### config.mk
export PLATFORM = sky130hd
export DESIGN_NAME = ib_switch_up_arbiter_flat
export DESIGN_NICKNAME = d
export VERILOG_FILES = /design/src/rtl/ib_switch_up_arbiter_if.sv /design/src/rtl/ib_switch_up_arbiter.sv /design/src/flat_wrapper.sv
export SDC_FILE = /design/constraint.sdc
export NUM_CORES = 1
export LEC_CHECK = 0
export ABC_AREA = 0
export CAP_MARGIN = 15
export CORE_MARGIN = 2
export CORE_UTILIZATION = 36
export CTS_CLUSTER_DIAMETER = 120
export DETAILED_ROUTE_END_ITERATION = 10
export PLACE_DENSITY_LB_ADDON = 0.1
export SLEW_MARGIN = 20
export SYNTH_ARGS = -nofsm -noshare
export SYNTH_HDL_FRONTEND = slang
export SYNTH_SLANG_ARGS = --single-unit
### constraint.sdc
create_clock -name CLK -period 6.05 [get_ports CLK]
set_input_delay 1.21 -clock CLK [delete_from_list [all_inputs] [get_ports CLK]]
set_output_delay 1.21 -clock CLK [all_outputs]
set_load 0.05 [all_outputs]
### src/rtl/ib_switch_up_arbiter_if.sv
// Internal Bus merge port bundle: two downstream input streams and the
// single upstream output stream. All framing/handshake signals active-low.
interface ib_switch_up_arbiter_if #(
  parameter int DATA_WIDTH = 64
);
  logic [DATA_WIDTH-1:0] IN0_DATA;
  logic                  IN0_SOP_N;
  logic                  IN0_EOP_N;
  logic                  IN0_SRC_RDY_N;
  logic                  IN0_DST_RDY_N;

  logic [DATA_WIDTH-1:0] IN1_DATA;
  logic                  IN1_SOP_N;
  logic                  IN1_EOP_N;
  logic                  IN1_SRC_RDY_N;
  logic                  IN1_DST_RDY_N;

  logic [DATA_WIDTH-1:0] OUT_DATA;
  logic                  OUT_SOP_N;
  logic                  OUT_EOP_N;
  logic                  OUT_SRC_RDY_N;
  logic                  OUT_DST_RDY_N;

  // Stream producer side: drives both inputs and the upstream ready
  modport master (
    output IN0_DATA, IN0_SOP_N, IN0_EOP_N, IN0_SRC_RDY_N,
    output IN1_DATA, IN1_SOP_N, IN1_EOP_N, IN1_SRC_RDY_N,
    output OUT_DST_RDY_N,
    input  IN0_DST_RDY_N, IN1_DST_RDY_N,
    input  OUT_DATA, OUT_SOP_N, OUT_EOP_N, OUT_SRC_RDY_N
  );

  // Arbiter side
  modport slave (
    input  IN0_DATA, IN0_SOP_N, IN0_EOP_N, IN0_SRC_RDY_N,
    input  IN1_DATA, IN1_SOP_N, IN1_EOP_N, IN1_SRC_RDY_N,
    input  OUT_DST_RDY_N,
    output IN0_DST_RDY_N, IN1_DST_RDY_N,
    output OUT_DATA, OUT_SOP_N, OUT_EOP_N, OUT_SRC_RDY_N
  );
endinterface

### src/rtl/ib_switch_up_arbiter.sv
// Packet-granular round-robin merge of two IB streams onto the upstream port.
// Grant is held SOP..EOP; datapath and ready paths are purely combinational.
module ib_switch_up_arbiter #(
  parameter int DATA_WIDTH = 64,
  parameter int CNT_WIDTH  = 16
) (
  input  logic                 CLK,
  input  logic                 RESET,
  ib_switch_up_arbiter_if.slave bus,
  input  logic                 CNT_CLR,
  output logic [1:0]           GRANT,
  output logic                 BUSY,
  output logic [CNT_WIDTH-1:0] PKT_CNT0,
  output logic [CNT_WIDTH-1:0] PKT_CNT1
);

  typedef enum logic [1:0] {IDLE = 2'd0, XFER0 = 2'd1, XFER1 = 2'd2} state_t;

  state_t               state_q, state_d;
  logic                 last_q, last_d;
  logic [CNT_WIDTH-1:0] cnt0_q, cnt0_d, cnt1_q, cnt1_d;

  logic                 req0, req1;
  logic                 gvld, gsel;
  logic                 sel_src_n, sel_eop_n;
  logic                 xfer, eop_xfer;
  logic [DATA_WIDTH-1:0] out_data;

  assign req0 = !bus.IN0_SRC_RDY_N && !bus.IN0_SOP_N;
  assign req1 = !bus.IN1_SRC_RDY_N && !bus.IN1_SOP_N;

  // Grant decision: locked owner while mid-packet, else round-robin on SOP
  // requests (tie goes to the input not served last). Reset masks it so the
  // outputs are idle for as long as RESET is held.
  always_comb begin
    gvld = 1'b0;
    gsel = 1'b0;
    unique case (state_q)
      XFER0:   begin gvld = 1'b1; gsel = 1'b0; end
      XFER1:   begin gvld = 1'b1; gsel = 1'b1; end
      default: begin
        gvld = req0 || req1;
        gsel = (req0 && req1) ? !last_q : req1;
      end
    endcase
    if (RESET) gvld = 1'b0;
  end

  assign sel_src_n = gsel ? bus.IN1_SRC_RDY_N : bus.IN0_SRC_RDY_N;
  assign sel_eop_n = gsel ? bus.IN1_EOP_N     : bus.IN0_EOP_N;
  assign xfer      = gvld && !sel_src_n && !bus.OUT_DST_RDY_N;
  assign eop_xfer  = xfer && !sel_eop_n;

  // State/LAST registers
  always_ff @(posedge CLK or posedge RESET) begin
    if (RESET) begin
      state_q <= IDLE;
      last_q  <= 1'b1;
    end else begin
      state_q <= state_d;
      last_q  <= last_d;
    end
  end

  // Next state: EOP transfer releases the port, anything else locks it
  always_comb begin
    state_d = state_q;
    last_d  = last_q;
    if (gvld) begin
      if (eop_xfer) begin
        state_d = IDLE;
        last_d  = gsel;
      end else begin
        state_d = gsel ? XFER1 : XFER0;
      end
    end
  end

  // Output mux: granted input mirrors onto OUT, ready flows back to it only
  always_comb begin
    out_data          = '0;
    bus.OUT_SOP_N     = 1'b1;
    bus.OUT_EOP_N     = 1'b1;
    bus.OUT_SRC_RDY_N = 1'b1;
    bus.IN0_DST_RDY_N = 1'b1;
    bus.IN1_DST_RDY_N = 1'b1;
    GRANT             = 2'b00;
    if (gvld) begin
      if (gsel) begin
        out_data          = bus.IN1_DATA;
        bus.OUT_SOP_N     = bus.IN1_SOP_N;
        bus.OUT_EOP_N     = bus.IN1_EOP_N;
        bus.OUT_SRC_RDY_N = bus.IN1_SRC_RDY_N;
        bus.IN1_DST_RDY_N = bus.OUT_DST_RDY_N;
        GRANT             = 2'b10;
      end else begin
        out_data          = bus.IN0_DATA;
        bus.OUT_SOP_N     = bus.IN0_SOP_N;
        bus.OUT_EOP_N     = bus.IN0_EOP_N;
        bus.OUT_SRC_RDY_N = bus.IN0_SRC_RDY_N;
        bus.IN0_DST_RDY_N = bus.OUT_DST_RDY_N;
        GRANT             = 2'b01;
      end
    end
  end

  assign bus.OUT_DATA = out_data;
  assign BUSY         = (state_q != IDLE);

  // Packet counters: clear wins over a coincident EOP increment
  always_comb begin
    cnt0_d = cnt0_q;
    cnt1_d = cnt1_q;
    if (CNT_CLR) begin
      cnt0_d = '0;
      cnt1_d = '0;
    end else if (eop_xfer) begin
      if (gsel) cnt1_d = cnt1_q + CNT_WIDTH'(1);
      else      cnt0_d = cnt0_q + CNT_WIDTH'(1);
    end
  end

  // Counter registers
  always_ff @(posedge CLK or posedge RESET) begin
    if (RESET) begin
      cnt0_q <= '0;
      cnt1_q <= '0;
    end else begin
      cnt0_q <= cnt0_d;
      cnt1_q <= cnt1_d;
    end
  end

  assign PKT_CNT0 = cnt0_q;
  assign PKT_CNT1 = cnt1_q;

endmodule

### src/flat_wrapper.sv
// flat-port wrapper written by rule: the top's interface ports become plain ports
module ib_switch_up_arbiter_flat 
#(
  parameter int DATA_WIDTH = 64,
  parameter int CNT_WIDTH  = 16
)
  (CLK, RESET, CNT_CLR, GRANT, BUSY, PKT_CNT0, PKT_CNT1, bus_IN0_DATA, bus_IN0_SOP_N, bus_IN0_EOP_N, bus_IN0_SRC_RDY_N, bus_IN1_DATA, bus_IN1_SOP_N, bus_IN1_EOP_N, bus_IN1_SRC_RDY_N, bus_OUT_DST_RDY_N, bus_IN0_DST_RDY_N, bus_IN1_DST_RDY_N, bus_OUT_DATA, bus_OUT_SOP_N, bus_OUT_EOP_N, bus_OUT_SRC_RDY_N);
  ib_switch_up_arbiter_if #(.DATA_WIDTH(DATA_WIDTH)) bus_i ();
  input  logic CLK;
  input  logic RESET;
  input  logic CNT_CLR;
  output logic [1:0] GRANT;
  output logic BUSY;
  output logic [CNT_WIDTH-1:0] PKT_CNT0;
  output logic [CNT_WIDTH-1:0] PKT_CNT1;
  input wire logic [$bits(bus_i.IN0_DATA)-1:0] bus_IN0_DATA;
  input wire logic [$bits(bus_i.IN0_SOP_N)-1:0] bus_IN0_SOP_N;
  input wire logic [$bits(bus_i.IN0_EOP_N)-1:0] bus_IN0_EOP_N;
  input wire logic [$bits(bus_i.IN0_SRC_RDY_N)-1:0] bus_IN0_SRC_RDY_N;
  input wire logic [$bits(bus_i.IN1_DATA)-1:0] bus_IN1_DATA;
  input wire logic [$bits(bus_i.IN1_SOP_N)-1:0] bus_IN1_SOP_N;
  input wire logic [$bits(bus_i.IN1_EOP_N)-1:0] bus_IN1_EOP_N;
  input wire logic [$bits(bus_i.IN1_SRC_RDY_N)-1:0] bus_IN1_SRC_RDY_N;
  input wire logic [$bits(bus_i.OUT_DST_RDY_N)-1:0] bus_OUT_DST_RDY_N;
  output wire logic [$bits(bus_i.IN0_DST_RDY_N)-1:0] bus_IN0_DST_RDY_N;
  output wire logic [$bits(bus_i.IN1_DST_RDY_N)-1:0] bus_IN1_DST_RDY_N;
  output wire logic [$bits(bus_i.OUT_DATA)-1:0] bus_OUT_DATA;
  output wire logic [$bits(bus_i.OUT_SOP_N)-1:0] bus_OUT_SOP_N;
  output wire logic [$bits(bus_i.OUT_EOP_N)-1:0] bus_OUT_EOP_N;
  output wire logic [$bits(bus_i.OUT_SRC_RDY_N)-1:0] bus_OUT_SRC_RDY_N;
  assign bus_i.IN0_DATA = bus_IN0_DATA;
  assign bus_i.IN0_SOP_N = bus_IN0_SOP_N;
  assign bus_i.IN0_EOP_N = bus_IN0_EOP_N;
  assign bus_i.IN0_SRC_RDY_N = bus_IN0_SRC_RDY_N;
  assign bus_i.IN1_DATA = bus_IN1_DATA;
  assign bus_i.IN1_SOP_N = bus_IN1_SOP_N;
  assign bus_i.IN1_EOP_N = bus_IN1_EOP_N;
  assign bus_i.IN1_SRC_RDY_N = bus_IN1_SRC_RDY_N;
  assign bus_i.OUT_DST_RDY_N = bus_OUT_DST_RDY_N;
  assign bus_IN0_DST_RDY_N = bus_i.IN0_DST_RDY_N;
  assign bus_IN1_DST_RDY_N = bus_i.IN1_DST_RDY_N;
  assign bus_OUT_DATA = bus_i.OUT_DATA;
  assign bus_OUT_SOP_N = bus_i.OUT_SOP_N;
  assign bus_OUT_EOP_N = bus_i.OUT_EOP_N;
  assign bus_OUT_SRC_RDY_N = bus_i.OUT_SRC_RDY_N;
  ib_switch_up_arbiter #(.DATA_WIDTH(DATA_WIDTH), .CNT_WIDTH(CNT_WIDTH)) u_core (.CLK(CLK), .RESET(RESET), .bus(bus_i), .CNT_CLR(CNT_CLR), .GRANT(GRANT), .BUSY(BUSY), .PKT_CNT0(PKT_CNT0), .PKT_CNT1(PKT_CNT1));
endmodule
==> flow_summary.json, run 1 <==
{
  "clock_sinks": 35,
  "ys_seq_elements": 35,
  "drv_cap": 0,
  "fin_crit_sh_pct": 91.24,
  "fmax_mhz": 181.2,
  "vdd_drop_max_mv": 0.2254,
  "rr_endpoint": "u_core.PKT_CNT1[10]",
  "grt_max_degree": 71,
  "cp_max_fo": 28,
  "relSlewSlack_pct": 43.06,
  "slowest_stage": "clkdlybuf4s50_1",
  "hold_depth": 2,
  "critPathTopFamily": "buffers and inverters",
  "ant_nets": 0,
  "cts.repair.resized": 0,
  "path_buf_inv": 3,
  "worst_r2r_path_depth": 6,
  "drt_pass1_iterations": 6,
  "synth_top_family_by_area": "simple AND/OR/NAND/NOR gates",
  "dp_cells": 765,
  "finalWeightedCongestion": 0.8593,
  "antenna_found_initial": 0,
  "synthFlopType": "dfrtp_1",
  "synth_compound_area_share_pct": 26.34,
  "clk_path_buf_depth": 2,
  "drive_above_1_share_pct": 7.485,
  "cts_inserted_buffers": 5,
  "crit_type": "in -> out",
  "worst_slack_ps": 529.8,
  "drtIter0Drc": 240,
  "worstPathArrival_ps": 4310,
  "muxShareOfSynthArea_pct": 1.756,
  "grt_pass1_vias": 3698,
  "diodes": 0,
  "crit_chain": "clkdlybuf4s50_1 -> or3_1 -> o21ai_4 -> buf_4 -> nand2_1 -> a21oi_1 -> clkdlybuf4s50_1",
  "hpwl_um": 10590,
  "maxSlewViolCount": 0,
  "rows": 33,
  "hold_viol": 0,
  "synthCells": 446,
  "grt-ovfl-total": 0,
  "critPathMaxStageDelay_ps": 820,
  "placed_area_um2": 5436,
  "hold_path_class": "reg -> reg",
  "grt_pass1_wl_um": 19420,
  "setup_viol": 0,
  "ys_warn_count": 0,
  "cp-start-kind": "primary input",
  "die_h_um": 95.18,
  "coreArea_um2": 8134,
  "r2r_start": "u_core.state_q[1]",
  "p_leak_uw": 0.002187,
  "area_growth_pct": 84.78,
  "syn_area_per_cell_um2": 6.710,
  "port_buffers": 241,
  "r2r_setup_slack_ps": 3430,
  "post-synth-top-area-fraction_pct": 28.43,
  "synth-edff-count": 0,
  "critical_path.most_common_cell": "clkdlybuf4s50_1",
  "stdcell_count": 773,
  "grt_usage_pct": 27.91,
  "fillers": 694,
  "fin_crit_ps": 5520,
  "num_vias": 4084,
  "rsz0062_at_grt": "false",
  "yosysTopAreaCell": "dfrtp_1",
  "worstHoldEndpoint": "u_core.last_q",
  "drcViolationCount": 0,
  "start_util_pct": 36.79,
  "synth.top_cells.by_area": "dfrtp_1, nand2_1, a21oi_1, o31ai_1, or4_1",
  "worst_ep_required_time_ps": 4840,
  "synth_simple_gate_area_share_pct": 34.57,
  "fin_area_um2": 5530,
  "cts_tree": "done",
  "clock-root-buffer": "clkbuf_8",
  "clock_skew_ps": 7.820,
  "io_pins": 242,
  "synth_nets": 588,
  "routedWlPerCell_um": 17.52,
  "synthesis.area_um2": 2993,
  "vias_per_cell": 5.283,
  "dieArea_um2": 9059,
  "yosys.area_share.xor_xnor_pct": 0,
  "hold_buffers": 0,
  "h-tree-depth": 2,
  "clkTransAtPathRegs_ps": 80,
  "fin_nets": 809,
  "die-width_um": 95.18,
  "hp-start": "u_core.last_q",
  "ys_seq_area_share_pct": 29.31,
  "pre_cts_ws_ps": 523.7,
  "post_cts.repair.setup_buffers": 0,
  "clock_latency_ps": 300,
  "totalPowerFinal_uw": 1875,
  "wl_um": 13540,
  "fin_setup_tns_ps": 0,
  "worst_pin_slew_ps": 853.2,
  "end_kind": "output port",
  "pwr_density_cell_nw_per_um2": 339.1,
  "synth_adder_area_share_pct": 1.672,
  "async_flop_share_pct": 100.0,
  "ys_types": 42,
  "status": "finished, final reports clean"
}
[metal layers]
layer	global-route usage, %	vias to the layer above	wire, um
met5	0	-	0
met4	3.623	0	64
met3	14.23	8	1707
met2	44.89	150	6388
met1	34.38	1890	5383
li1	-	2036	-
[cells by family (layout without fill, tap and decap cells)]
| family | Yosys count | in the layout |
|---|---|---|
| mux | 5 | 5 |
| fa+ha+maj | 4 | 4 |
| compound gates | 138 | 138 |
| flops | 35 | 35 |
| buf+inv | 45 | 267 |
| simple gates | 219 | 219 |
[placed cells by master, fill, tap and decap left out, types with 8 or more instances in the layout]
master	n
clkdlybuf4s50_1	217
buf_4	31
nand3_1	11
or4_1	22
nand4_1	8
inv_1	9
nand2_1	141
o31ai_1	22
dfrtp_1	34
a21oi_1	93
[cell usage after synthesis (all sizes together) (3+ instances only)]
library cell,number
o21ai,8
nand4,8
buf,14
o211ai,4
or3,7
nor2,6
and4,3
mux2i,3
o31ai,22
clkbuf,22
nand2b,4
nand3,11
nand2,141
dfrtp,34
or4,23
ha,4
a21oi,93
inv,9
and3,5
[sequential cells by signal, summed over array words and instances, names as in the netlist]
signal           count
u_core.PKT_CNT0     16
u_core.PKT_CNT1     16
u_core.state_q       2
u_core.last_q        1
[cell type report]
| class | instances | area, um^2 | area share [%] |
|---|---|---|---|
| Clock buffer | 5 | 68.82 | 1.244 |
| Multi-Input combinational cell | 366 | 1949 | 35.25 |
| Tap cell | 105 | 131.4 | 2.376 |
| Inverter | 9 | 33.78 | 0.6109 |
| Timing Repair Buffer | 250 | 2445 | 44.21 |
| Clock inverter | 3 | 25.02 | 0.4525 |
| Sequential cell | 35 | 877.1 | 15.86 |
[power by group]
part	switching [uW]	internal, uW
logic	987	454
clock network	97.0	82.3
registers	7.83	246
[stage by stage]
step           hold slack (ps)  utilization, %
6_report                 502.4           67.99
5_1_grt                  537.7           67.99
4_1_cts                  494.5           67.99
3_5_place_dp             486.6           66.84
3_3_place_gp             478.3           66.84
2_1_floorplan            459.0               -
[worst min-delay path: stages (launching register included)]
cell      delay (ps)
dfstp_2          390
inv_1             50
o21bai_1          70
[worst max-delay path by stage]
stage,slack (ps),startpoint,end,depth (start not counted)
floorplan,1310,RESET,bus_OUT_DATA[13],5
global placement,670,bus_IN1_SRC_RDY_N,bus_OUT_DATA[40],7
detailed placement,520,bus_IN1_SRC_RDY_N,bus_OUT_DATA[44],7
CTS,530,bus_IN1_SRC_RDY_N,bus_OUT_DATA[44],7
global route,360,bus_IN1_SRC_RDY_N,bus_OUT_DATA[44],7
finish,530,bus_IN1_SRC_RDY_N,bus_OUT_DATA[44],7
No activity file was read; power rests on OpenSTA's default activity.
==> run 2, diff against run 1 <==
--- a/constraint.sdc
+++ b/constraint.sdc
@@ -3,2 +3,2 @@
 set_output_delay 1.21 -clock CLK [all_outputs]
-set_load 0.05 [all_outputs]
+set_load 0.02 [all_outputs]
==> run 2 against run 1 <==
Against the previous run: flip-flop and latch count stayed put; hold slack lost 14 ps; utilization is 1.1 points higher; combinational power down 22%; register-to-register slack worse by 100 ps; count of clock-buffer cells in the layout unchanged; first-iteration DRC count is 14% higher; global-route usage rose by 2.2 points; sequential power is essentially flat; critical path type unchanged; largest power group unchanged; highest routed layer unchanged.
==> flow_summary.json, run 2 (synthesis results as in run 1) <==
{
  "status": "finished, final reports clean",
  "drive_above_1_share_pct": 3.892,
  "io_pins": 242,
  "die_h_um": 95.18,
  "fmax_mhz": 181.3,
  "layout_common_cells": "clkdlybuf4s50_1, nand2_1, a21oi_1",
  "pwr-share-clk_pct": 15.7,
  "cts_inserted_buffers": 5,
  "hpwl_um": 11230,
  "r2r_setup_slack_ps": 3330,
  "switching_share_pct": 46.36,
  "rsz0062_at_grt": "false",
  "intPower_uw": 879.5,
  "grt_max_degree": 45,
  "area_growth_pct": 87.79,
  "critPathMaxStageDelay_ps": 680,
  "vias_per_cell": 5.494,
  "hold_path_class": "reg -> reg",
  "fin_area_um2": 5620,
  "cp-start-kind": "primary input",
  "pwr_density_cell_nw_per_um2": 291.7,
  "grt_usage_pct": 30.07,
  "relSlewSlack_pct": 43.11,
  "clock_latency_ps": 290,
  "clk_path_buf_depth": 2,
  "drtIter0Drc": 273,
  "post_cts.repair.setup_buffers": 0,
  "totalPowerFinal_uw": 1639,
  "fillers": 696,
  "regArea_um2": 877.1,
  "crit_type": "in -> out",
  "drt_pass1_iterations": 5,
  "clock-root-buffer": "clkbuf_8",
  "worst_r2r_path_depth": 5,
  "combPwrFrac_pct": 68.9,
  "hp-start": "u_core.last_q",
  "utilization_pct": 69.10,
  "seqPwrFrac_pct": 15.5,
  "vdd_drop_max_mv": 0.1857,
  "finalWeightedCongestion": 0.9289,
  "grt-ovfl-total": 0,
  "num_vias": 4247,
  "maxSlewViolCount": 0,
  "grt_pass1_vias": 3904,
  "rr_endpoint": "u_core.PKT_CNT0[0]",
  "clock_sinks": 35,
  "cp_max_fo": 24,
  "setup_viol": 0,
  "startpoint": "bus_IN1_SRC_RDY_N",
  "port_buffers": 241,
  "worst_ep_required_time_ps": 4840,
  "h-tree-depth": 2,
  "fin_setup_tns_ps": 0,
  "coreArea_um2": 8134,
  "ant_nets": 0,
  "cts_tree": "done",
  "end_kind": "output port",
  "hold_viol": 0,
  "r2r_start": "u_core.last_q",
  "slowest_stage": "clkdlybuf4s50_1",
  "cts.repair.resized": 0,
  "die-width_um": 95.18,
  "fin_nets": 809,
  "clkTransAtPathRegs_ps": 80,
  "diodes": 0,
  "hold_buffers": 0,
  "dieArea_um2": 9059,
  "drv_cap": 0,
  "drcViolationCount": 0,
  "p_sw_uw": 760.0,
  "placed_area_um2": 5484,
  "wl_um": 14540,
  "routedWlPerCell_um": 18.81,
  "start_util_pct": 36.79,
  "whs_ps": 488.8,
  "multi_input_area_um2": 1949,
  "clock_skew_ps": 3.121,
  "worst_pin_slew_ps": 852.5,
  "rows": 33,
  "worstSetupEndpoint": "bus_OUT_DATA[57]",
  "grt_pass1_wl_um": 20600,
  "worstPathArrival_ps": 4310,
  "layout_commonest_cell": "clkdlybuf4s50_1",
  "fin_crit_ps": 5517,
  "crit_chain": "clkdlybuf4s50_1 -> or3_1 -> o21ai_4 -> buf_4 -> nand2_1 -> a21oi_1 -> clkdlybuf4s50_1",
  "fin_crit_sh_pct": 91.19,
  "antenna_found_initial": 0,
  "critical_path.most_common_cell": "clkdlybuf4s50_1",
  "p_leak_uw": 0.002160
}
run 2: cell count changes in the layout (fill, tap and decap cells not counted):
| cell | before | now |
|---|---|---|
| buf_4 | 31 | 8 |
| bufinv_16 | 0 | 2 |
| buf_12 | 2 | 1 |
| clkdlybuf4s50_1 | 217 | 241 |
| clkinv_4 | 2 | 0 |
run 2: worst min-delay path by stage:
stage / end / cells after the start
detailed placement: u_core.last_q / 2
CTS: u_core.last_q / 2
global route: u_core.last_q / 2
floorplan: u_core.last_q / 2
finish: u_core.last_q / 2
global placement: u_core.last_q / 2
run 2: stage by stage:
stage,setup slack (ps),cells
floorplan,1731,446
global placement,621.0,765
detailed placement,607.1,765
CTS,589.4,773
global route,399.1,773
finish,533.0,773
run 2: cell type report:
class	count	area share [%]
clock buffers	5	1.224
clock inverters	3	1.202
inverters	9	0.6011
multi-input cells	366	34.68
flip-flops and latches	35	15.61
well taps	105	2.337
repair buffers	250	44.35
run 2: routing by layer:
| layer | GRT usage, % | up-vias | share of wire (%) |
|---|---|---|---|
| met1 | 40.21 | 1991 | 41 |
| met2 | 46.01 | 207 | 45 |
| met4 | 4.710 | 0 | 1.3 |
| met5 | 0 | - | 0 |
| li1 | - | 2034 | - |
| met3 | 12.89 | 15 | 12 |
run 2: power by group through the flow:
stage | Sequential [uW] | Clock (uW) | Combinational (uW)
after floorplan | 257 | 0 | 590
after global placement | 258 | 0 | 1110
after detailed placement | 257 | 0 | 1120
after CTS | 253 | 260 | 1120
after global routing | 255 | 273 | 1200
final | 253 | 257 | 1130
run 2: critical path, delay by kind of cell:
family / cells / cell delay [ps]
AO/OA/AOI/OAI: 2 / 940
buffers and inverters: 3 / 1560
AND/OR/NAND/NOR: 2 / 580
==> run 3, diff against run 2 <==
- CORE_UTILIZATION: 36 -> 25
==> run 3 against run 2 <==
Against the previous run: routed wire length down 3.3%; flip-flop and latch count unchanged; largest power group unchanged; utilization down 20 points; critical path depth unchanged; combinational power about the same; largest cell class unchanged; critical path type unchanged; critical endpoint is now bus_OUT_DATA[3].
==> flow_summary.json, run 3 (synthesis results as in run 1) <==
{
  "grt_pass1_vias": 3912,
  "r2r_start": "u_core.state_q[1]",
  "regArea_um2": 877.1,
  "clock-root-buffer": "clkbuf_16",
  "hold_path_class": "reg -> reg",
  "grt_pass1_wl_um": 21380,
  "layout_commonest_cell": "clkdlybuf4s50_1",
  "wl_um": 14050,
  "clk_path_buf_depth": 2,
  "hp-start": "u_core.last_q",
  "startpoint": "bus_IN1_SRC_RDY_N",
  "cts_tree": "done",
  "end_kind": "output port",
  "cp_max_fo": 28,
  "vdd_drop_max_mv": 0.1374,
  "rsz0062_at_grt": "false",
  "multi_input_area_um2": 1949,
  "hpwl_um": 10760,
  "layout_common_cells": "clkdlybuf4s50_1, nand2_1, a21oi_1",
  "coreArea_um2": 11560,
  "post_cts.repair.setup_buffers": 0,
  "drt_pass1_iterations": 4,
  "relSlewSlack_pct": 35.07,
  "rows": 39,
  "clkTransAtPathRegs_ps": 50,
  "crit_type": "in -> out",
  "clock_sinks": 35,
  "fillers": 1155,
  "fin_setup_tns_ps": 0,
  "h-tree-depth": 2,
  "status": "finished, final reports clean",
  "start_util_pct": 25.88,
  "stdcell_count": 809,
  "num_vias": 4146,
  "whs_ps": 488.8,
  "cts_inserted_buffers": 5,
  "p_leak_uw": 0.002158,
  "dieArea_um2": 12860,
  "die-width_um": 113.4,
  "dp_cells": 801,
  "vias_per_cell": 5.125,
  "maxSlewViolCount": 0,
  "drtIter0Drc": 267,
  "routedWlPerCell_um": 17.37,
  "cts.repair.resized": 0,
  "fin_nets": 807,
  "finalWeightedCongestion": 1.082,
  "worst_ep_required_time_ps": 4840,
  "fin_crit_ps": 5388,
  "drcViolationCount": 0,
  "drive_above_1_share_pct": 3.604,
  "diodes": 0,
  "utilization_pct": 49.06,
  "die_h_um": 113.4,
  "hold_buffers": 0,
  "hold_viol": 0,
  "setup_viol": 0,
  "io_pins": 242,
  "area_growth_pct": 89.59,
  "clock_latency_ps": 280,
  "grt-ovfl-total": 0,
  "pwr_density_cell_nw_per_um2": 283.5,
  "ant_nets": 0,
  "port_buffers": 241,
  "fmax_mhz": 185.6,
  "cp-start-kind": "primary input",
  "antenna_found_initial": 0,
  "worstPathArrival_ps": 4180,
  "grt_max_degree": 52,
  "worst_pin_slew_ps": 973.0,
  "clock_skew_ps": 4.622,
  "grt_usage_pct": 20.68,
  "drv_cap": 0,
  "fin_crit_sh_pct": 89.06
}
-- run 3: cell types whose count changed in the layout (fill, tap and decap cells not counted), sizes merged --
| cell | before | now |
|---|---|---|
| bufinv | 2 | 0 |
| buf | 9 | 7 |
| clkinvlp | 1 | 2 |
| clkinv | 0 | 1 |
-- run 3: final cells by class --
class	count	area share, %
Clock buffer	5	2.205
Clock inverter	3	0.3528
Inverter	9	0.5954
Multi-Input combinational cell	366	34.36
Sequential cell	35	15.46
Tap cell	143	3.153
Timing Repair Buffer	248	43.88
-- run 3: critical path, cell delays in order --
cell and delay, ps:
clkdlybuf4s50_1 510, or3_1 490, o21ai_4 640, buf_4 390
nand2_1 90, a21oi_1 200, clkdlybuf4s50_1 640
-- run 3: where the power goes --
part / internal [uW] / leakage (uW) / total (uW) / switching [uW]
combinational: 470 / 0.00161 / 1100 / 633
clock: 152 / 0.0000658 / 252 / 101
sequential: 247 / 0.000483 / 254 / 6.83
-- run 3: layer usage --
layer | GRT usage (%) | vias up | part of all wire, %
met2 | 34.53 | 167 | 49
met4 | 5.203 | 0 | 2.2
met3 | 4.995 | 22 | 7.4
met1 | 26.98 | 1933 | 41
met5 | 0 | - | 0
li1 | - | 2024 | -
-- run 3: per-stage QoR --
step	setup WS, ps	instance area (um^2)	power (uW)
floorplan	1731	2993	846.5
global placement	751.0	5529	1356
detailed placement	655.1	5529	1366
CTS	650.1	5674	1627
global route	488.1	5674	1716
finish	661.9	5674	1609
-- run 3: path summary, 6_finish.rpt --
path	to	slack, ps	depth (start not counted)
min in group asynchronous	u_core.PKT_CNT1[4]	1610	3
setup reg to reg	u_core.PKT_CNT1[10]	3460	6
setup / recovery	bus_OUT_DATA[3]	660	7
hold reg to reg	u_core.last_q	490	2
hold / removal	u_core.last_q	490	2
max in group asynchronous	u_core.last_q	4090	3
